File: config.mk
export PLATFORM = sky130hd
export DESIGN_NAME = mem_stage
export DESIGN_NICKNAME = d
export VERILOG_FILES = /design/src/rtl/mem_stage.sv
export SDC_FILE = /design/constraint.sdc
export NUM_CORES = 1
export LEC_CHECK = 0
export BUFFER_PORTS_ARGS = -buffer_cell sky130_fd_sc_hd__buf_2
export CORE_AREA = 2 2 198 200
export CTS_BUF_LIST = sky130_fd_sc_hd__clkbuf_4
export DETAILED_ROUTE_END_ITERATION = 12
export DIE_AREA = 0 0 200 202
export SLEW_MARGIN = 30
export SYNTH_ARGS = -nofsm -noshare
export SYNTH_HDL_FRONTEND = slang
export SYNTH_SLANG_ARGS = --single-unit
File: constraint.sdc
create_clock -name clk_i -period 2 [get_ports clk_i]
set_clock_uncertainty 0.15 [all_clocks]
set_input_delay 0.4 -clock clk_i [delete_from_list [all_inputs] [get_ports clk_i]]
set_output_delay 0.4 -clock clk_i [all_outputs]
set_load 0.005 [all_outputs]
File: src/rtl/mem_stage.sv
// Memory-access pipeline stage: drives the cache request/ready handshake, formats store
// data and strobes, extends load data and owns the MEM/WB pipeline register.
module mem_stage (
    input  logic        clk_i,
    input  logic        rst_ni,
    input  logic        enable_i,
    input  logic        reset_i,
    input  logic [31:0] alu_mem_i,
    input  logic [31:0] rs2_mem_i,
    input  logic [31:0] pc4_mem_i,
    input  logic [31:0] inst_mem_i,
    input  logic        MemRW_mem_i,
    input  logic [1:0]  WBSel_mem_i,
    input  logic        RegWEn_mem_i,
    input  logic [4:0]  rsW_mem_i,
    input  logic        Valid_cpu2cache_mem_i,
    input  logic        csr_we_mem_i,
    input  logic [31:0] csr_waddr_mem_i,
    input  logic [31:0] csr_rdata_mem_i,
    output logic        cache_valid_o,
    output logic        cache_rw_o,
    output logic [31:0] cache_addr_o,
    output logic [31:0] cache_wdata_o,
    output logic [3:0]  cache_wstrb_o,
    input  logic        cache_ready_i,
    input  logic [31:0] cache_rdata_i,
    output logic        stall_o,
    output logic        misalign_o,
    output logic [31:0] alu_wb_o,
    output logic [31:0] mem_wb_o,
    output logic [31:0] pc4_wb_o,
    output logic [31:0] inst_wb_o,
    output logic [1:0]  WBSel_wb_o,
    output logic        RegWEn_wb_o,
    output logic [4:0]  rsW_wb_o,
    output logic        csr_we_wb_o,
    output logic [31:0] csr_waddr_wb_o,
    output logic [31:0] csr_rdata_wb_o
);

    localparam logic [1:0] StIdle = 2'b00;
    localparam logic [1:0] StWait = 2'b01;
    localparam logic [1:0] StDone = 2'b10;

    logic [1:0]  state_q, state_d;
    logic [31:0] hold_q, hold_d;

    logic [31:0] alu_wb_q, alu_wb_d, mem_wb_q, mem_wb_d, pc4_wb_q, pc4_wb_d;
    logic [31:0] inst_wb_q, inst_wb_d, csr_waddr_wb_q, csr_waddr_wb_d;
    logic [31:0] csr_rdata_wb_q, csr_rdata_wb_d;
    logic [1:0]  wbsel_wb_q, wbsel_wb_d;
    logic        regwen_wb_q, regwen_wb_d, csr_we_wb_q, csr_we_wb_d;
    logic [4:0]  rsw_wb_q, rsw_wb_d;

    logic [2:0]  funct3;
    logic        misaligned, acc, complete, stall, req_valid;
    logic [31:0] rdata_shift, load_ext, fmt_data;

    assign funct3 = inst_mem_i[14:12];

    // Halfword needs bit 0 clear, word needs both low bits clear; so no access crosses a word.
    assign misaligned = ((funct3[1:0] == 2'b01) & alu_mem_i[0])
                      | ((funct3[1:0] == 2'b10) & (alu_mem_i[1:0] != 2'b00));
    assign acc        = Valid_cpu2cache_mem_i & ~misaligned;

    assign complete = cache_ready_i & (((state_q == StIdle) & acc) | (state_q == StWait));
    assign stall    = acc & ~cache_ready_i & (state_q != StDone);

    // Request is live while issuing from IDLE and held until ready in WAIT; never in DONE.
    always_comb begin
        req_valid = 1'b0;
        case (state_q)
            StIdle:  req_valid = acc;
            StWait:  req_valid = 1'b1;
            default: req_valid = 1'b0;
        endcase
    end

    // Combinational handshake outputs are forced low while reset is asserted.
    assign cache_valid_o = rst_ni & req_valid;
    assign stall_o       = rst_ni & stall;
    assign misalign_o    = rst_ni & Valid_cpu2cache_mem_i & misaligned;
    assign cache_rw_o    = MemRW_mem_i;
    assign cache_addr_o  = {alu_mem_i[31:2], 2'b00};

    // Store formatting: replicate data across lanes and enable only the addressed bytes.
    always_comb begin
        cache_wstrb_o = 4'b0000;
        cache_wdata_o = 32'h0;
        if (MemRW_mem_i) begin
            case (funct3[1:0])
                2'b00: begin
                    cache_wstrb_o = 4'b0001 << alu_mem_i[1:0];
                    cache_wdata_o = {4{rs2_mem_i[7:0]}};
                end
                2'b01: begin
                    cache_wstrb_o = 4'b0011 << {alu_mem_i[1], 1'b0};
                    cache_wdata_o = {2{rs2_mem_i[15:0]}};
                end
                2'b10: begin
                    cache_wstrb_o = 4'b1111;
                    cache_wdata_o = rs2_mem_i;
                end
                default: begin
                    cache_wstrb_o = 4'b0000;
                    cache_wdata_o = 32'h0;
                end
            endcase
        end
    end

    assign rdata_shift = cache_rdata_i >> {alu_mem_i[1:0], 3'b000};

    // Load extraction: align the addressed lane to bit 0, then sign- or zero-extend.
    always_comb begin
        load_ext = rdata_shift;
        case (funct3)
            3'b000:  load_ext = {{24{rdata_shift[7]}}, rdata_shift[7:0]};
            3'b001:  load_ext = {{16{rdata_shift[15]}}, rdata_shift[15:0]};
            3'b100:  load_ext = {24'h0, rdata_shift[7:0]};
            3'b101:  load_ext = {16'h0, rdata_shift[15:0]};
            default: load_ext = cache_rdata_i;
        endcase
    end

    // Only aligned loads produce memory data; stores and non-memory ops write back 0.
    assign fmt_data = (acc & ~MemRW_mem_i) ? load_ext : 32'h0;

    // Access FSM and hold register for results that complete while the pipeline is held.
    always_comb begin
        state_d = state_q;
        hold_d  = hold_q;
        case (state_q)
            StIdle: if (acc) state_d = cache_ready_i ? (enable_i ? StIdle : StDone) : StWait;
            StWait: if (cache_ready_i) state_d = enable_i ? StIdle : StDone;
            StDone: if (enable_i) state_d = StIdle;
            default: state_d = StIdle;
        endcase
        if (complete && !enable_i) hold_d = fmt_data;
    end

    // MEM/WB next state: flush wins when enabled, otherwise load unless a miss is stalling.
    always_comb begin
        alu_wb_d       = alu_wb_q;
        mem_wb_d       = mem_wb_q;
        pc4_wb_d       = pc4_wb_q;
        inst_wb_d      = inst_wb_q;
        wbsel_wb_d     = wbsel_wb_q;
        regwen_wb_d    = regwen_wb_q;
        rsw_wb_d       = rsw_wb_q;
        csr_we_wb_d    = csr_we_wb_q;
        csr_waddr_wb_d = csr_waddr_wb_q;
        csr_rdata_wb_d = csr_rdata_wb_q;
        if (enable_i && reset_i) begin
            alu_wb_d       = 32'h0;
            mem_wb_d       = 32'h0;
            pc4_wb_d       = 32'h0;
            inst_wb_d      = 32'h0;
            wbsel_wb_d     = 2'b00;
            regwen_wb_d    = 1'b0;
            rsw_wb_d       = 5'd0;
            csr_we_wb_d    = 1'b0;
            csr_waddr_wb_d = 32'h0;
            csr_rdata_wb_d = 32'h0;
        end else if (enable_i && !stall) begin
            alu_wb_d       = alu_mem_i;
            mem_wb_d       = (state_q == StDone) ? hold_q : fmt_data;
            pc4_wb_d       = pc4_mem_i;
            inst_wb_d      = inst_mem_i;
            wbsel_wb_d     = WBSel_mem_i;
            regwen_wb_d    = RegWEn_mem_i & ~(Valid_cpu2cache_mem_i & misaligned);
            rsw_wb_d       = rsW_mem_i;
            csr_we_wb_d    = csr_we_mem_i;
            csr_waddr_wb_d = csr_waddr_mem_i;
            csr_rdata_wb_d = csr_rdata_mem_i;
        end
    end

    // State, hold and MEM/WB registers.
    always_ff @(posedge clk_i or negedge rst_ni) begin
        if (!rst_ni) begin
            state_q        <= StIdle;
            hold_q         <= 32'h0;
            alu_wb_q       <= 32'h0;
            mem_wb_q       <= 32'h0;
            pc4_wb_q       <= 32'h0;
            inst_wb_q      <= 32'h0;
            wbsel_wb_q     <= 2'b00;
            regwen_wb_q    <= 1'b0;
            rsw_wb_q       <= 5'd0;
            csr_we_wb_q    <= 1'b0;
            csr_waddr_wb_q <= 32'h0;
            csr_rdata_wb_q <= 32'h0;
        end else begin
            state_q        <= state_d;
            hold_q         <= hold_d;
            alu_wb_q       <= alu_wb_d;
            mem_wb_q       <= mem_wb_d;
            pc4_wb_q       <= pc4_wb_d;
            inst_wb_q      <= inst_wb_d;
            wbsel_wb_q     <= wbsel_wb_d;
            regwen_wb_q    <= regwen_wb_d;
            rsw_wb_q       <= rsw_wb_d;
            csr_we_wb_q    <= csr_we_wb_d;
            csr_waddr_wb_q <= csr_waddr_wb_d;
            csr_rdata_wb_q <= csr_rdata_wb_d;
        end
    end

    assign alu_wb_o       = alu_wb_q;
    assign mem_wb_o       = mem_wb_q;
    assign pc4_wb_o       = pc4_wb_q;
    assign inst_wb_o      = inst_wb_q;
    assign WBSel_wb_o     = wbsel_wb_q;
    assign RegWEn_wb_o    = regwen_wb_q;
    assign rsW_wb_o       = rsw_wb_q;
    assign csr_we_wb_o    = csr_we_wb_q;
    assign csr_waddr_wb_o = csr_waddr_wb_q;
    assign csr_rdata_wb_o = csr_rdata_wb_q;

endmodule

### After elaboration in Yosys (flattened, before gate mapping)

Cells that the tools add are included.

| cells by class | value |
|---|---|
| add/sub/neg operators | 0 |
| $mul | 0 |
| div/mod/pow operators | 0 |
| order comparisons | 0 |
| eq/ne operators | 11 |
| shift-type cells | 3 |
| muxes and demuxes | 34 |
| bitwise gates (word level) | 20 |
| reductions and logical operators | 11 |

Operator list:

| cell | number |
|---|---|
| $mux W32 | 15 |
| $pmux W32 S4 | 1 |
| $pmux W32 S3 | 1 |
| $shr A32 B5 Y16 | 1 |
| $and A1 B1 Y1 | 14 |
| $mux W2 | 7 |
| $pmux W4 S3 | 1 |
| $mux W5 | 2 |
| $ne A2 B2 Y1 const B | 4 |
| $eq A3 B3 Y1 const B | 2 |
| $pmux W2 S3 | 1 |
| $eq A2 B1 Y1 const B | 2 |
| $eq A2 B2 Y1 const B | 2 |
| $logic_not A2 Y1 | 2 |
| $mux W1 | 4 |
| $mux W4 | 1 |
| $not A1 Y1 | 4 |
| $reduce_bool A2 Y1 | 2 |
| $shl A1 B2 Y4 const A | 1 |
| $shl A2 B2 Y4 const A | 1 |
| $eq A3 B1 Y1 const B | 1 |
| $logic_and A1 B1 Y1 | 3 |
| $logic_not A3 Y1 | 1 |
| $reduce_and A3 Y1 | 1 |
| other kinds (3) | 5 |

| word-level totals | value |
|---|---|
| bits in registers | 235 |
| bits in latches | 0 |
| bits in writable memories | 0 |
| ROM bits | 0 |
| input bits | 240 |
| output and inout port bits | 273 |
| logic and storage cells | 91 |
| memories | 0 |

### Logic depth before layout (Yosys ltp)

Gate-level depths: netlist (run 1).

| logic depth | value |
|---|---|
| depth in word-level cells | 11 |
| gate-level depth with buffers | 8 |
| depth with buffers taken out | 5 |

### Least setup slack after synthesis (run 1)

Ideal clock, no wire load.

| timing | value |
|---|---|
| path kind | input -> register |
| start point | in alu_mem_i[0] |
| end point | reg mem_wb_q[10] (netlist: mem_wb_o[10]) |
| library setup time | 0.066 ns |
| arrival | 1.894 ns |
| required time | 1.784 ns |
| slack | -0.111 ns |
| stages | 7 |
| buffers on the path | 2 |
| cells stage by stage | buf_4 > nor2_1 > o211ai_4 > or4_1 > clkbuf_1 > nor3_1 > a221o_1 |

| on the way | value |
|---|---|
| longest elaborated chain between the ends | 10 |
| elaborated cells on any way between the ends | 18 |
| those cells by class | shift (1); mux (5); bitwise (8); reduce/logical (4) |

RTL lines:

| item | RTL line | text |
|---|---|---|
| from (decl) | 8 | `input logic [31:0] alu_mem_i,` |
| parallel branches: the longest is 10 deep, another holds $shr A32 B5 Y16 | n/a |  |
| to (signal assigned) | 198 | `mem_wb_q <= mem_wb_d;` |
| to (decl) | 48 | `logic [31:0] alu_wb_q, alu_wb_d, mem_wb_q, mem_wb_d, pc4_wb_q, pc4_wb_d;` |

Several ways; the timed one is not identified. The select of a mux whose other input is x is not followed.
A chain may end at the register's enable or synchronous reset.

### Final worst setup path (run 1)

| timing | value |
|---|---|
| start point | reg state_q[1] |
| end point | out stall_o |

| on the way | value |
|---|---|
| longest elaborated chain between the ends | 3 |

RTL lines:

| item | RTL line | text |
|---|---|---|
| from (decl) | 45 | `logic [1:0] state_q, state_d;` |
| from (signal assigned) | 182 | `state_q <= StIdle;` |
| from (signal assigned) | 195 | `state_q <= state_d;` |
| $ne A2 B2 Y1 | 67 | `assign stall = acc & ~cache_ready_i & (state_q != StDone);` |
| $and A1 B1 Y1 | 67 |  |
| $and A1 B1 Y1 | 81 | `assign stall_o = rst_ni & stall;` |
| to (decl) | 27 | `output logic stall_o,` |

No other way between the ends.

==> flow_summary.toml, run 1 <==
[outcome]
status = "finished with violations"
violations = "setup timing"

[setup_path]
critical_path_class = "reg -> out"
rr_worst_depth = 6
rrSetupSlack_ns = 0.02
endpoint_kind = "output pin"
worstReg2RegEnd = "csr_rdata_wb_o[31]"
regToRegStartpoint = "state_q[1]"
critPathLaunchType = "register"
path_max_fanout = 2
cp.required_ns = 1.45
arrival_ns = 1.69

[clock_tree]
htree_levels = 3
ctsLongestPathBuffers = 3
cts-root-buf = "clkbuf_4"
cts_tree = "built"
numCtsBuffers = 68
clkLatencyLatePin_ns = 0.72
cts.clk_slew.worst_paths_ns = 0.05
cts_sinks = 235

[final_layout]
fin_util_pct = 43.56
finalNetCount = 1856
fin_area_um2 = 16680
area_growth_pct = 64.35
drive_above_1_share_pct = 43.17

[sta]
hold_ws_ns = 0.03130
rsz0062_at_grt = "yes"
fin_ws_ns = -0.2420
fmax_ghz = 0.4460
slew_violations = 0
setup_viol = 2
slew_headroom_pct = 38.89
fin_crit_ns = 2.242
post-route-period-util_pct = 112.1
hold_violations = 0
worst-slew-pin-transition_ns = 0.9166

[synth]
ys_ff_latch = 235
async_reset_ff_share_pct = 100.0
ys.flop_type = "dfrtp_1"
synth_compound_area_share_pct = 24.60
synth_edf_count = 0
ys_types = 42
synth-adder-area-share_pct = 0
synth_top_family_by_area = "compound AO/OA/AOI/OAI gates"
syn-mean-instance-area_um2 = 11.83
syn_inst = 858
synth_warnings = 0
seq_area_frac_synth_pct = 57.95
synth_xor_area_share_pct = 0
muxShareOfSynthArea_pct = 2.466
yosys.area_share.simple_pct = 9.088
syn-cell-area_um2 = 10150

[worst_hold_path]
hp-class = "in -> reg"
min_path_cells = 5
min_to = "RegWEn_wb_o"
min_from = "reset_i"

[place]
post-place-ws_ns = -0.1951
portBuffers = 510
hpwl_mm = 26.10
dpl_cell_area_um2 = 13550
gp_congestion = 0.8322

[floorplan]
fp.dieW_um = 200
start_util_pct = 26.50
die_y_um = 202
die_area_um2 = 40400
core_um2 = 38290
rows = 72
num_io_pins = 513

[grt]
grt_pass1_vias = 10610
grt_usage_pct = 18.78
grt_pass1_wl_mm = 58.96
antenna_found_initial = 4
grt_overflow = 0
grt_max_degree = 155

[power_and_ir_drop]
cellLeakagePower_nw = 8.701
switching_power_w = 0.003495
p_clk_share_pct = 36.2
ir_drop_mv = 0.3914
combPwrFrac_pct = 19.9
p_per_area_nw_per_um2 = 743.3
p_int_w = 0.008902
netSwitchingFraction_pct = 28.19
power_frac_seq_pct = 43.9

[route]
via_per_inst = 4.694
drc = 0
vias = 10250
firstDrtPassIters = 5
drt_iter0_drc = 442
ant_nets = 0
wl_mm = 39.47
wire_per_inst_um = 18.08

[job]
max_cap_violations = 0
-- what timing repair did --
action | in CTS | in global routing
endpoints found under the setup margin | 12 | 28
gates resized for setup | 14 | 22
endpoints found under the hold margin | 466 | 0
hold buffers | 209 | 0
setup buffers | 2 | 7
pin swaps | 0 | 35
cloned | 1 | 1
-- kinds of logic (layout without fill, tap and decap cells) --
group,count (synthesis),after routing
compound gates,310,310
buf+inv,112,914
flops,235,235
mux,25,25
other cells,1,6
simple gates,175,175
-- area by class of cell --
type                       instances  area [µm²]
sequential                       235        5881
clock inverter                    17       96.34
timing repair buffer             795        5515
inverter                           4       15.01
multi-input combinational        512        3776
clock buffer                      98       735.7
antenna                            4       10.01
tap                              518       648.1
fill                            3567       21610
-- sequential cells by signal (all words and copies together) (netlist names) --
| name | flops |
|---|---|
| RegWEn_wb_o | 1 |
| WBSel_wb_o | 2 |
| alu_wb_o | 32 |
| csr_rdata_wb_o | 32 |
| csr_waddr_wb_o | 32 |
| csr_we_wb_o | 1 |
| hold_q | 32 |
| inst_wb_o | 32 |
| mem_wb_o | 32 |
| pc4_wb_o | 32 |
| rsW_wb_o | 5 |
| state_q | 2 |
-- critical path: stages, from the launching register on --
cell	delay, ns
dfrtp_1	0.39
nor2b_4	0.14
nor3_2	0.11
buf_4	0.13
and2_4	0.13
buf_6	0.10
-- per-stage QoR --
stage	total power [W]	setup TNS, ns	instances
3_3_place_gp	0.007555	-19.81	1845
3_5_place_dp	0.007586	-28.53	1845
2_1_floorplan	0.006413	-0.08981	859
4_1_cts	0.01254	-0.6582	2172
6_report	0.01240	-0.4601	2183
5_1_grt	0.01310	-3.426	2183
-- power by group through the flow --
| stage | combinational, W | sequential (W) | clock (W) |
|---|---|---|---|
| after detailed placement | 0.00207 | 0.00552 | 0 |
| after global placement | 0.00205 | 0.00551 | 0 |
| final | 0.00246 | 0.00545 | 0.00449 |
| after CTS | 0.00243 | 0.00544 | 0.00467 |
| after global routing | 0.00268 | 0.00549 | 0.00493 |
| after floorplan | 0.000886 | 0.00553 | 0 |
-- metal layers --
| layer | up-vias | wire, µm | global-route usage, % |
|---|---|---|---|
| li1 | 4693 | - | - |
| met1 | 5000 | 15820 | 22.18 |
| met2 | 467 | 19170 | 31.45 |
| met3 | 87 | 3041 | 4.922 |
| met4 | 0 | 1438 | 9.312 |
| met5 | - | 0 | 0 |
-- synthesized netlist by cell type (all sizes together), types with 10 or more instances --
library cell	number	area share, %
nor2b	57	3.5
clkbuf	35	1.3
nand2	48	1.8
a22oi	20	1.5
and2	11	0.68
dfrtp	235	58
nor3	10	0.49
a21oi	34	1.7
mux2i	25	2.5
a22o	186	16
o21ai	26	1.3
nor2	24	0.91
nand2b	11	0.68
buf	73	4.4
-- cells in the final DEF (no fill, tap or decap), drive strengths merged, types with 2 or more instances in the layout --
master / netlist / layout
a21oi: 34 / 34
a221o: 8 / 8
a22o: 186 / 186
a22oi: 20 / 20
a2bb2oi: 7 / 7
a31o: 2 / 2
and2: 11 / 11
buf: 73 / 587
clkbuf: 35 / 98
clkinv: 0 / 14
conb: 1 / 2
dfrtp: 235 / 235
diode: 0 / 4
dlygate4sd3: 0 / 208
inv: 4 / 6
mux2i: 25 / 25
nand2: 48 / 48
nand2b: 11 / 11
nand3: 7 / 7
nand3b: 2 / 2
nor2: 24 / 24
nor2b: 57 / 57
nor3: 10 / 10
nor4: 2 / 2
o211ai: 3 / 3
o21a: 2 / 2
o21ai: 26 / 26
o22a: 7 / 7
o2bb2ai: 7 / 7
-- worst max path at each step --
stage,startpoint,endpoint
after floorplan,inst_mem_i[12],mem_wb_o[10]
after global placement,inst_mem_i[13],mem_wb_o[11]
after detailed placement,inst_mem_i[13],mem_wb_o[12]
after CTS,state_q[0],stall_o
after global routing,state_q[1],stall_o
final,state_q[1],stall_o
No activity file was read; power rests on OpenSTA's default activity.
==> run 2: changes to the inputs <==
- clock period: 2 -> 2.06 ns (I/O delays scaled with it)
==> flow_summary.toml, run 2 (synthesis results as in run 1) <==
[route]
via_per_inst = 4.799
wire_per_inst_um = 19.01
firstDrtPassIters = 5
wl_mm = 41.35
drt_iter0_drc = 551
drc = 0
vias = 10440
ant_nets = 0

[setup_path]
cp_slowest_stage_delay_ns = 0.42
arrival_ns = 1.63
critical_path_class = "reg -> out"
rr_worst_depth = 5
cp-startpoint = "state_q[0]"
cpLargestDelayFamily = "flip-flops"
path_buf_inv = 1
path_max_fanout = 2
worstReg2RegEnd = "mem_wb_o[10]"
path_cells = "nor2b_4 -> nor3_4 -> and2_4 -> buf_6"
crit_slowest_cell = "dfrtp_1"
regToRegStartpoint = "state_q[1]"
rrSetupSlack_ns = 0.10
endpoint_kind = "output pin"
cp.required_ns = 1.50
critPathLaunchType = "register"

[floorplan]
num_io_pins = 513
core_um2 = 38290
fp.dieW_um = 200
die_y_um = 202
start_util_pct = 26.50
die_area_um2 = 40400
rows = 72

[place]
dpl_cell_area_um2 = 13390
portBuffers = 510
hpwl_mm = 26.45
placedCellCount = 1834
post-place-ws_ns = -0.2352
gp_congestion = 0.8360

[worst_hold_path]
min_path_cells = 3
min_from = "inst_mem_i[12]"
hp-class = "in -> reg"
min_to = "inst_wb_o[12]"

[sta]
slew_violations = 0
rsz0062_at_grt = "yes"
setup_viol = 2
worst-slew-pin-transition_ns = 0.6130
fmax_ghz = 0.4554
slew_headroom_pct = 59.13
hold_violations = 0
post-route-period-util_pct = 106.6
fin_crit_ns = 2.196
fin_ws_ns = -0.1361
hold_ws_ns = 0.08589

[power_and_ir_drop]
ir_drop_mv = 0.3892
cellLeakagePower_nw = 8.713
power_w = 0.01178
p_per_area_nw_per_um2 = 706.4

[final_layout]
multi_input_area_um2 = 3747
fin_area_um2 = 16680
drive_above_1_share_pct = 42.43
area_growth_pct = 64.38
final_common_cell = "buf_2"
final_cell_mix = "buf_2, dfrtp_1, dlygate4sd3_1"
fin_cells = 2175
n_fill_cell = 3533
finalNetCount = 1847
seq_area_um2 = 5881

[grt]
grt_usage_pct = 19.01
grt_overflow = 0
grt_max_degree = 67
grt_pass1_vias = 10620
antenna_found_initial = 5
grt_pass1_wl_mm = 59.46

[clock_tree]
clkLatencyLatePin_ns = 0.70
numCtsBuffers = 66
cts-root-buf = "clkbuf_4"
ctsLongestPathBuffers = 3
htree_levels = 3
cts_tree = "built"
cts_sinks = 235
cts.clk_slew.worst_paths_ns = 0.07

[outcome]
violations = "setup timing"
status = "finished with violations"

[job]
max_cap_violations = 0
run 2: changes by cell type in the layout (fill, tap and decap cells not counted), moves of 3 or more:
| cell | before | now |
|---|---|---|
| buf_12 | 19 | 13 |
| clkbuf_4 | 98 | 89 |
| inv_2 | 2 | 6 |
| clkbuf_16 | 0 | 11 |
| clkinv_1 | 12 | 15 |
| a21oi_1 | 30 | 34 |
| a21oi_2 | 4 | 0 |
| dlygate4sd3_1 | 208 | 204 |
| buf_4 | 52 | 43 |
| nor3_1 | 6 | 9 |
| nor3_2 | 4 | 0 |
run 2: worst min-delay path, stage by stage:
cell and delay, ns:
buf_2 0.15, buf_12 0.16, a22o_1 0.13
run 2: through the flow:
| stage | TNS (ns) | util [%] |
|---|---|---|
| after floorplan | 0 | - |
| after global placement | -9.178 | 34.96 |
| after CTS | -0.6335 | 42.47 |
| final | -0.2695 | 43.57 |
| after global routing | -0.5888 | 43.57 |
| after detailed placement | -17.94 | 34.96 |
run 2: what timing repair did:
item,CTS,global route
pin swaps,1,5
resized for setup,12,20
buffers inserted,1,6
hold buffers,204,1
gates cloned,0,12
endpoints found under the hold margin,467,1
endpoints found under the setup margin,20,40
run 2: worst max-delay path by stage:
stage / slack [ns] / end / cells past startpoint
3_5_place_dp: -0.24 / stall_o / 6
6_report: -0.14 / stall_o / 4
4_1_cts: -0.35 / stall_o / 4
5_1_grt: -0.28 / cache_valid_o / 4
2_1_floorplan: 0.01 / mem_wb_o[16] / 7
3_3_place_gp: -0.21 / stall_o / 6
run 2: power by group:
group | total, W | switching [W] | internal, W
Sequential | 0.00530 | 0.000256 | 0.00504
Combinational | 0.00245 | 0.00113 | 0.00133
Clock | 0.00403 | 0.00201 | 0.00201
run 2: routing by layer:
| layer | global-route usage [%] | routed length [µm] | vias up |
|---|---|---|---|
| met4 | 9.074 | 1452 | 0 |
| met1 | 22.15 | 16380 | 5139 |
| met5 | 0 | 0 | - |
| li1 | - | - | 4693 |
| met3 | 4.722 | 3035 | 106 |
| met2 | 32.53 | 20480 | 499 |
run 2: area by class of cell:
| cell class | instances | share of cell area (%) |
|---|---|---|
| flip-flops and latches | 235 | 35.26 |
| inverters | 4 | 0.09002 |
| well taps | 518 | 3.886 |
| diodes | 5 | 0.07501 |
| clock inverters | 24 | 0.5926 |
| repair buffers | 788 | 33.63 |
| multi-input cells | 512 | 22.47 |
| clock buffers | 89 | 4.006 |
